--- src/rtl/mdio_regs.sv ---
// mdio_regs: PHY-side clause-22 MDIO frame decoder. Each frame addressed to ADDRESS
// becomes one access on a cyc/stb register bus; read data is returned on mdo.
module mdio_regs #(
  parameter logic [4:0] ADDRESS = 5'd0
) (
  input  logic        clk,
  input  logic        rst,
  input  logic        ce,
  input  logic        mdi,
  output logic        mdo,
  output logic        mdo_valid,
  output logic        cyc,
  output logic        stb,
  output logic        we,
  output logic [4:0]  addr,
  output logic [15:0] data_write,
  input  logic [15:0] data_read,
  input  logic        ack,
  input  logic        err
);
  localparam int unsigned CNT_W  = 6;
  localparam int unsigned DATA_W = 16;
  localparam logic [CNT_W-1:0] PRE_FULL = 6'd32;

  localparam logic [2:0] S_PRE  = 3'd0;
  localparam logic [2:0] S_ST   = 3'd1;
  localparam logic [2:0] S_OP   = 3'd2;
  localparam logic [2:0] S_PHY  = 3'd3;
  localparam logic [2:0] S_REG  = 3'd4;
  localparam logic [2:0] S_TA   = 3'd5;
  localparam logic [2:0] S_DATA = 3'd6;
  localparam logic [2:0] S_IGN  = 3'd7;

  logic [2:0]        state_q, state_d;
  logic [CNT_W-1:0]  cnt_q, cnt_d;
  logic [DATA_W-2:0] sr_q, sr_d;
  logic              rd_q, rd_d;
  logic [4:0]        phyad_q, phyad_d, regad_q, regad_d;
  logic              cyc_q, cyc_d, we_q, we_d;
  logic [4:0]        addr_q, addr_d;
  logic [DATA_W-1:0] dw_q, dw_d;
  logic              pend_q, pend_d, pend_we_q, pend_we_d;
  logic [4:0]        pend_addr_q, pend_addr_d;
  logic [DATA_W-1:0] pend_data_q, pend_data_d;
  logic [DATA_W-1:0] rdat_q, rdat_d;
  logic              rhave_q, rhave_d;
  logic              mdo_q, mdo_d, mdov_q, mdov_d;

  logic              req, req_we, abort;
  logic [4:0]        req_addr;
  logic [DATA_W-1:0] sr_in;

  assign sr_in = {sr_q, mdi};

  // Frame decode on ce, then bus sequencing (ack, pending issue, new request, abort).
  always_comb begin
    state_d     = state_q;
    cnt_d       = cnt_q;
    sr_d        = sr_q;
    rd_d        = rd_q;
    phyad_d     = phyad_q;
    regad_d     = regad_q;
    cyc_d       = cyc_q;
    we_d        = we_q;
    addr_d      = addr_q;
    dw_d        = dw_q;
    pend_d      = pend_q;
    pend_we_d   = pend_we_q;
    pend_addr_d = pend_addr_q;
    pend_data_d = pend_data_q;
    rdat_d      = rdat_q;
    rhave_d     = rhave_q;
    mdo_d       = mdo_q;
    mdov_d      = mdov_q;
    req         = 1'b0;
    req_we      = 1'b0;
    req_addr    = regad_q;
    abort       = 1'b0;

    if (ce) begin
      sr_d = sr_in[DATA_W-2:0];
      case (state_q)
        S_PRE: begin
          if (mdi) begin
            cnt_d = (cnt_q == PRE_FULL) ? PRE_FULL : cnt_q + 6'd1;
          end else begin
            if (cnt_q == PRE_FULL) state_d = S_ST;
            cnt_d = '0;
          end
        end
        S_ST: begin
          cnt_d   = '0;
          state_d = mdi ? S_OP : S_PRE;
        end
        S_OP: begin
          if (cnt_q == '0) begin
            cnt_d = 6'd1;
          end else begin
            cnt_d   = '0;
            rd_d    = sr_q[0];
            state_d = (sr_q[0] ^ mdi) ? S_PHY : S_PRE;
          end
        end
        S_PHY: begin
          if (cnt_q == 6'd4) begin
            phyad_d = sr_in[4:0];
            cnt_d   = '0;
            state_d = S_REG;
          end else begin
            cnt_d = cnt_q + 6'd1;
          end
        end
        S_REG: begin
          if (cnt_q == 6'd4) begin
            regad_d = sr_in[4:0];
            cnt_d   = '0;
            if (phyad_q != ADDRESS) begin
              state_d = S_IGN;
              cnt_d   = 6'd18;
            end else begin
              state_d = S_TA;
              if (rd_q) begin
                req      = 1'b1;
                req_addr = sr_in[4:0];
                rhave_d  = 1'b0;
              end
            end
          end else begin
            cnt_d = cnt_q + 6'd1;
          end
        end
        S_TA: begin
          if (cnt_q == '0) begin
            cnt_d = 6'd1;
            if (rd_q && rhave_q) begin
              mdo_d  = 1'b0;
              mdov_d = 1'b1;
            end else if (rd_q) begin
              // Read data not ready by turnaround: give up on this frame.
              abort   = 1'b1;
              state_d = S_IGN;
              cnt_d   = 6'd17;
            end
          end else begin
            cnt_d   = '0;
            state_d = S_DATA;
            if (rd_q) begin
              mdo_d  = rdat_q[DATA_W-1];
              rdat_d = {rdat_q[DATA_W-2:0], 1'b0};
            end
          end
        end
        S_DATA: begin
          if (cnt_q == 6'd15) begin
            cnt_d   = '0;
            state_d = S_PRE;
            mdo_d   = 1'b0;
            mdov_d  = 1'b0;
            if (!rd_q) begin
              req    = 1'b1;
              req_we = 1'b1;
            end
          end else begin
            cnt_d = cnt_q + 6'd1;
            if (rd_q) begin
              mdo_d  = rdat_q[DATA_W-1];
              rdat_d = {rdat_q[DATA_W-2:0], 1'b0};
            end
          end
        end
        S_IGN: begin
          if (cnt_q == 6'd1) begin
            cnt_d   = '0;
            state_d = S_PRE;
          end else begin
            cnt_d = cnt_q - 6'd1;
          end
        end
        default: begin
          cnt_d   = '0;
          state_d = S_PRE;
        end
      endcase
    end

    if (cyc_q && (ack || err)) begin
      cyc_d = 1'b0;
      if (!we_q && ack) begin
        rdat_d  = data_read;
        rhave_d = 1'b1;
      end
    end
    if (!cyc_q && pend_q) begin
      cyc_d  = 1'b1;
      we_d   = pend_we_q;
      addr_d = pend_addr_q;
      pend_d = 1'b0;
      if (pend_we_q) dw_d = pend_data_q;
    end
    // A request waits behind a bus access still in flight.
    if (req) begin
      if (!cyc_q && !pend_q) begin
        cyc_d  = 1'b1;
        we_d   = req_we;
        addr_d = req_addr;
        if (req_we) dw_d = sr_in;
      end else begin
        pend_d      = 1'b1;
        pend_we_d   = req_we;
        pend_addr_d = req_addr;
        pend_data_d = sr_in;
      end
    end
    if (abort) begin
      if (pend_q && !pend_we_q) pend_d = 1'b0;
      if (cyc_d && !we_d) cyc_d = 1'b0;
    end
  end

  always_ff @(posedge clk) begin
    if (rst) begin
      state_q     <= S_PRE;
      cnt_q       <= '0;
      sr_q        <= '0;
      rd_q        <= 1'b0;
      phyad_q     <= '0;
      regad_q     <= '0;
      cyc_q       <= 1'b0;
      we_q        <= 1'b0;
      addr_q      <= '0;
      dw_q        <= '0;
      pend_q      <= 1'b0;
      pend_we_q   <= 1'b0;
      pend_addr_q <= '0;
      pend_data_q <= '0;
      rdat_q      <= '0;
      rhave_q     <= 1'b0;
      mdo_q       <= 1'b0;
      mdov_q      <= 1'b0;
    end else begin
      state_q     <= state_d;
      cnt_q       <= cnt_d;
      sr_q        <= sr_d;
      rd_q        <= rd_d;
      phyad_q     <= phyad_d;
      regad_q     <= regad_d;
      cyc_q       <= cyc_d;
      we_q        <= we_d;
      addr_q      <= addr_d;
      dw_q        <= dw_d;
      pend_q      <= pend_d;
      pend_we_q   <= pend_we_d;
      pend_addr_q <= pend_addr_d;
      pend_data_q <= pend_data_d;
      rdat_q      <= rdat_d;
      rhave_q     <= rhave_d;
      mdo_q       <= mdo_d;
      mdov_q      <= mdov_d;
    end
  end

  assign mdo        = mdo_q;
  assign mdo_valid  = mdov_q;
  assign cyc        = cyc_q;
  assign stb        = cyc_q;
  assign we         = we_q;
  assign addr       = addr_q;
  assign data_write = dw_q;
endmodule

--- config.mk ---
export PLATFORM = sky130hd
export DESIGN_NAME = mdio_regs
export DESIGN_NICKNAME = d
export VERILOG_FILES = /design/src/rtl/mdio_regs.sv
export SDC_FILE = /design/constraint.sdc
export NUM_CORES = 1
export LEC_CHECK = 0
export BUFFER_PORTS_ARGS = -buffer_cell sky130_fd_sc_hd__buf_4
export CAP_MARGIN = 20
export CORE_ASPECT_RATIO = 0.7
export CORE_MARGIN = 10
export CORE_UTILIZATION = 50
export CTS_CLUSTER_DIAMETER = 120
export CTS_CLUSTER_SIZE = 24
export DETAILED_ROUTE_END_ITERATION = 6
export PLACE_DENSITY = 0.74
export RECOVER_POWER = 100
export SLEW_MARGIN = 20
export SYNTH_ARGS = -nofsm -noshare
export SYNTH_HDL_FRONTEND = slang
export SYNTH_SLANG_ARGS = --single-unit
--- constraint.sdc ---
create_clock -name clk -period 5.27 [get_ports clk]
set_input_delay 0.527 -clock clk [delete_from_list [all_inputs] [get_ports clk]]
set_output_delay 0.527 -clock clk [all_outputs]
set_load 0.05 [all_outputs]
==> flow_summary.ini <==
[yosys]
synthesized_nets = 566
post_synth_instance_area_um2 = 4740
async_flop_share_pct = 0
synth_flop_cell = dfxtp_1
area_share_of_xor_xnor_cells_in_the_synthesized_design_pct = 0.738
largest_family_of_logic_cells_by_synthesized_area = compound AO/OA/AOI/OAI gates
yosys_register_bits = 100
portion_of_the_post_synthesis_area_used_by_sequential_elements_pct = 42.2
synth_edf_count = 0
synth_cells = 540
synth_fa_ha_area_share_pct = 1.05
synth_mux_area_share_pct = 14.7
avgSynthCellArea_um2 = 8.79
post_synthesis_compound_gate_area_fraction_pct = 21.1
synth.lib_cells_used.distinct = 55
synth_warn = 0
synth_simple_gate_area_share_pct = 14.7

[critical_path]
endpoint = data_write[6]$_SDFF_PP0_
max_stage_delay_ns = 1.03
worstPathRequired_ns = 5.42
crit-reg2reg-launch = cnt_q[0]$_SDFFE_PP0P_
cp_common_cell = nand3_1
critical_path.reg2reg.endpoint = data_write[6]$_SDFF_PP0_
critical_path.max_fanout = 33
worst-r2r-cell-count = 6
cp-startpoint = cnt_q[0]$_SDFFE_PP0P_
crit_path_top_delay_cell = nand3_1
worstPathCellList = ha_1 > nand3_1 > nor4_1 > nand3_1 > nor2_1 > a211oi_1
critical_path_arrival_ns = 3.50
r2r_setup_slack_ns = 1.93
endpoint_class_of_the_critical_path = register
critical_path.startpoint_type = register
path_class = register to register

[timing]
setup_violations = 0
layout_worst_path_cycle_share_pct = 63.5
unrepaired_setup_endpoints_after_global_routing = no
final-hold-violation-count = 0
worst_slew_margin_rel_pct = -2.10
hold_slack_ns = 0.429
transition_time_of_the_tightest_slew_check_pin_ns = 1.53
finalCriticalPeriod_ns = 3.34
final-max-slew-violation-count = 21
worst_clock_skew_ns = 0.00469
maximum_operating_frequency_ghz = 0.299
timing.setup.tns_ns = 0

[cts]
tritoncts_num_sinks = 100
resized_cells_post_cts = 0
clockBufferDepth = 2
tritoncts = done
postCtsSetupBuffers = 0
clock_latency_ns = 0.34
htree_levels = 3
cts-buffers-inserted = 9
clk_pin_slew_ns = 0.07
cts-hold-fix-buffers = 0
cts.root.buffer_cell = clkbuf_16

[global_route]
gr-total-overflow = 0
grt_max_degree = 87
global_route_wire_length_before_repair_um = 18300
grt_pass1_vias = 3588
initial_antenna_violation_count = 0
grt.total_usage_pct = 16.1

[pwr]
p_per_area_nw_per_um2 = 276
power.static_leakage_nw = 2.16
report.power.total_mw = 1.44
vdd_drop_max_uv = 132

[layout]
seqCellArea_um2 = 2000
final_cell_mix = dfxtp_1, mux2i_1, a21oi_1, nor2_1, o21ai_0
fin_nets = 577
final_core_util_pct = 57.1
multiInputGateArea_um2 = 2460
drive_above_1_share_pct = 8.83
layout_commonest_cell = dfxtp_1
fill_cells = 875
area_delta_synth_final_pct = 10.0
final_cells = 679
antenna-diode-count = 0

[run_status]
status = finished with violations
violations = capacitance limit, slew limit

[detailed_routing]
via_count = 4070
drt_first_pass_iters = 4
dr.first_iter.drc_count = 354
detail-route-antenna-nets = 0
route.detailed.drc = 0
route.detailed.wl_per_inst_um = 16.6
via_per_inst = 5.99
detail_route.wirelength_um = 11300

[placed_design]
final_wtd_congestion = 0.909
place.detailed.instances = 662
io_buffers = 47
hpwlAfterDp_um = 7330

[die]
coreArea_um2 = 9140
ioPinCount = 48
placement_rows = 29
die_h_um = 102
initial_utilization_pct = 51.9
die_width_um = 136
floorplan.die_area_um2 = 13800

[worst_hold_path]
hold_path.class = input port to register
hold_path_depth = 3

[flow_run]
max_cap_violation_count = 1
==> sequential cells by signal, summed over array words and instances (netlist names) <==
name and cells:
sr_q 15, we 1, data_write 16, pend_data_q 16
rdat_q 16, pend_q 1, state_q 3, mdo 1
regad_q 5, rhave_q 1, addr 5, phyad_q 5
cnt_q 6, mdo_valid 1, cyc 1, pend_addr_q 5
pend_we_q 1, rd_q 1
==> kinds of logic after synthesis <==
group           count (synthesis)
compound gates                164
buf+inv                        60
fa+ha+maj                       4
flops                         100
xor+xnor                        4
simple gates                  139
mux                            69
==> Yosys cell counts, types with 2 or more instances <==
master    instances  area, um^2
a211oi_1         28         210
or2_2             2        12.5
nand3b_1          4        30.0
mux2_2            7        78.8
mux2i_1          62         621
nand2b_1          3        18.8
nor4_1            3        18.8
nand3_1          26         130
nor3b_1           3        22.5
xnor2_1           2        17.5
o211ai_1          4        30.0
buf_1             5        18.8
nor2_1           55         206
a21o_1            5        37.5
inv_1            10        37.5
a32oi_1           2        17.5
and3b_1           2        17.5
o31ai_1           4        30.0
clkbuf_1         35         131
ha_1              4        50.1
buf_2             4        20.0
or3_1             3        18.8
nor2b_1           2        12.5
o22ai_1           2        12.5
a21oi_1          57         285
xor2_1            2        17.5
nand2_1          16        60.1
or4_1             4        30.0
o21a_1            3        22.5
dfxtp_1         100        2000
and3_1            2        12.5
buf_4             5        37.5
a31oi_1           3        18.8
o21ai_0          44         220
nor4b_1           2        17.5
o32ai_1           2        17.5
nor3_1            4        20.0
nand4_1           2        12.5
==> final cells by class <==
cell class / instances / area share, %
Sequential cell: 100 / 38.3
Timing Repair Buffer: 50 / 5.61
Multi-Input combinational cell: 380 / 47.2
Inverter: 10 / 0.719
Clock inverter: 4 / 0.503
Clock buffer: 11 / 4.65
Tap cell: 124 / 2.97
==> power by group <==
part           leakage, nW  total, mW  switching, mW  internal, mW
registers            0.806      0.765        0.00631         0.758
logic                 1.22     0.0695         0.0420        0.0275
clock network        0.131      0.606          0.276         0.330
==> critical path: cells and delay by family, from the launching register on <==
family | cells | cell delay (ns)
AO/OA/AOI/OAI | 1 | 0.11
flip-flops | 1 | 0.48
AND/OR/NAND/NOR | 4 | 2.25
adder cells (fa/ha/maj) | 1 | 0.29
==> routing by layer <==
layer	global-route usage, %	wire, um	vias up
li1	-	-	1987
met1	23.0	5490	1951
met2	22.3	4760	116
met3	4.85	864	16
met4	5.47	159	0
met5	0	0	-
==> how the worst min path moves through the flow <==
| stage | slack, ns | start | end |
|---|---|---|---|
| floorplan | 0.45 | rdat_q[0]$_SDFF_PP0_ | rdat_q[0]$_SDFF_PP0_ |
| global placement | 0.46 | rdat_q[0]$_SDFF_PP0_ | rdat_q[0]$_SDFF_PP0_ |
| detailed placement | 0.46 | rdat_q[0]$_SDFF_PP0_ | rdat_q[0]$_SDFF_PP0_ |
| CTS | 0.42 | data_read[0] | rdat_q[0]$_SDFF_PP0_ |
| global route | 0.44 | data_read[0] | rdat_q[0]$_SDFF_PP0_ |
| finish | 0.43 | data_read[0] | rdat_q[0]$_SDFF_PP0_ |
==> stage by stage <==
step | area [um^2] | worst slack (ns)
global placement | 5040 | 2.04
global route | 5220 | 1.55
detailed placement | 5050 | 2.13
CTS | 5320 | 2.09
floorplan | 4740 | 2.76
finish | 5220 | 1.93
No activity file was read; power rests on OpenSTA's default activity.
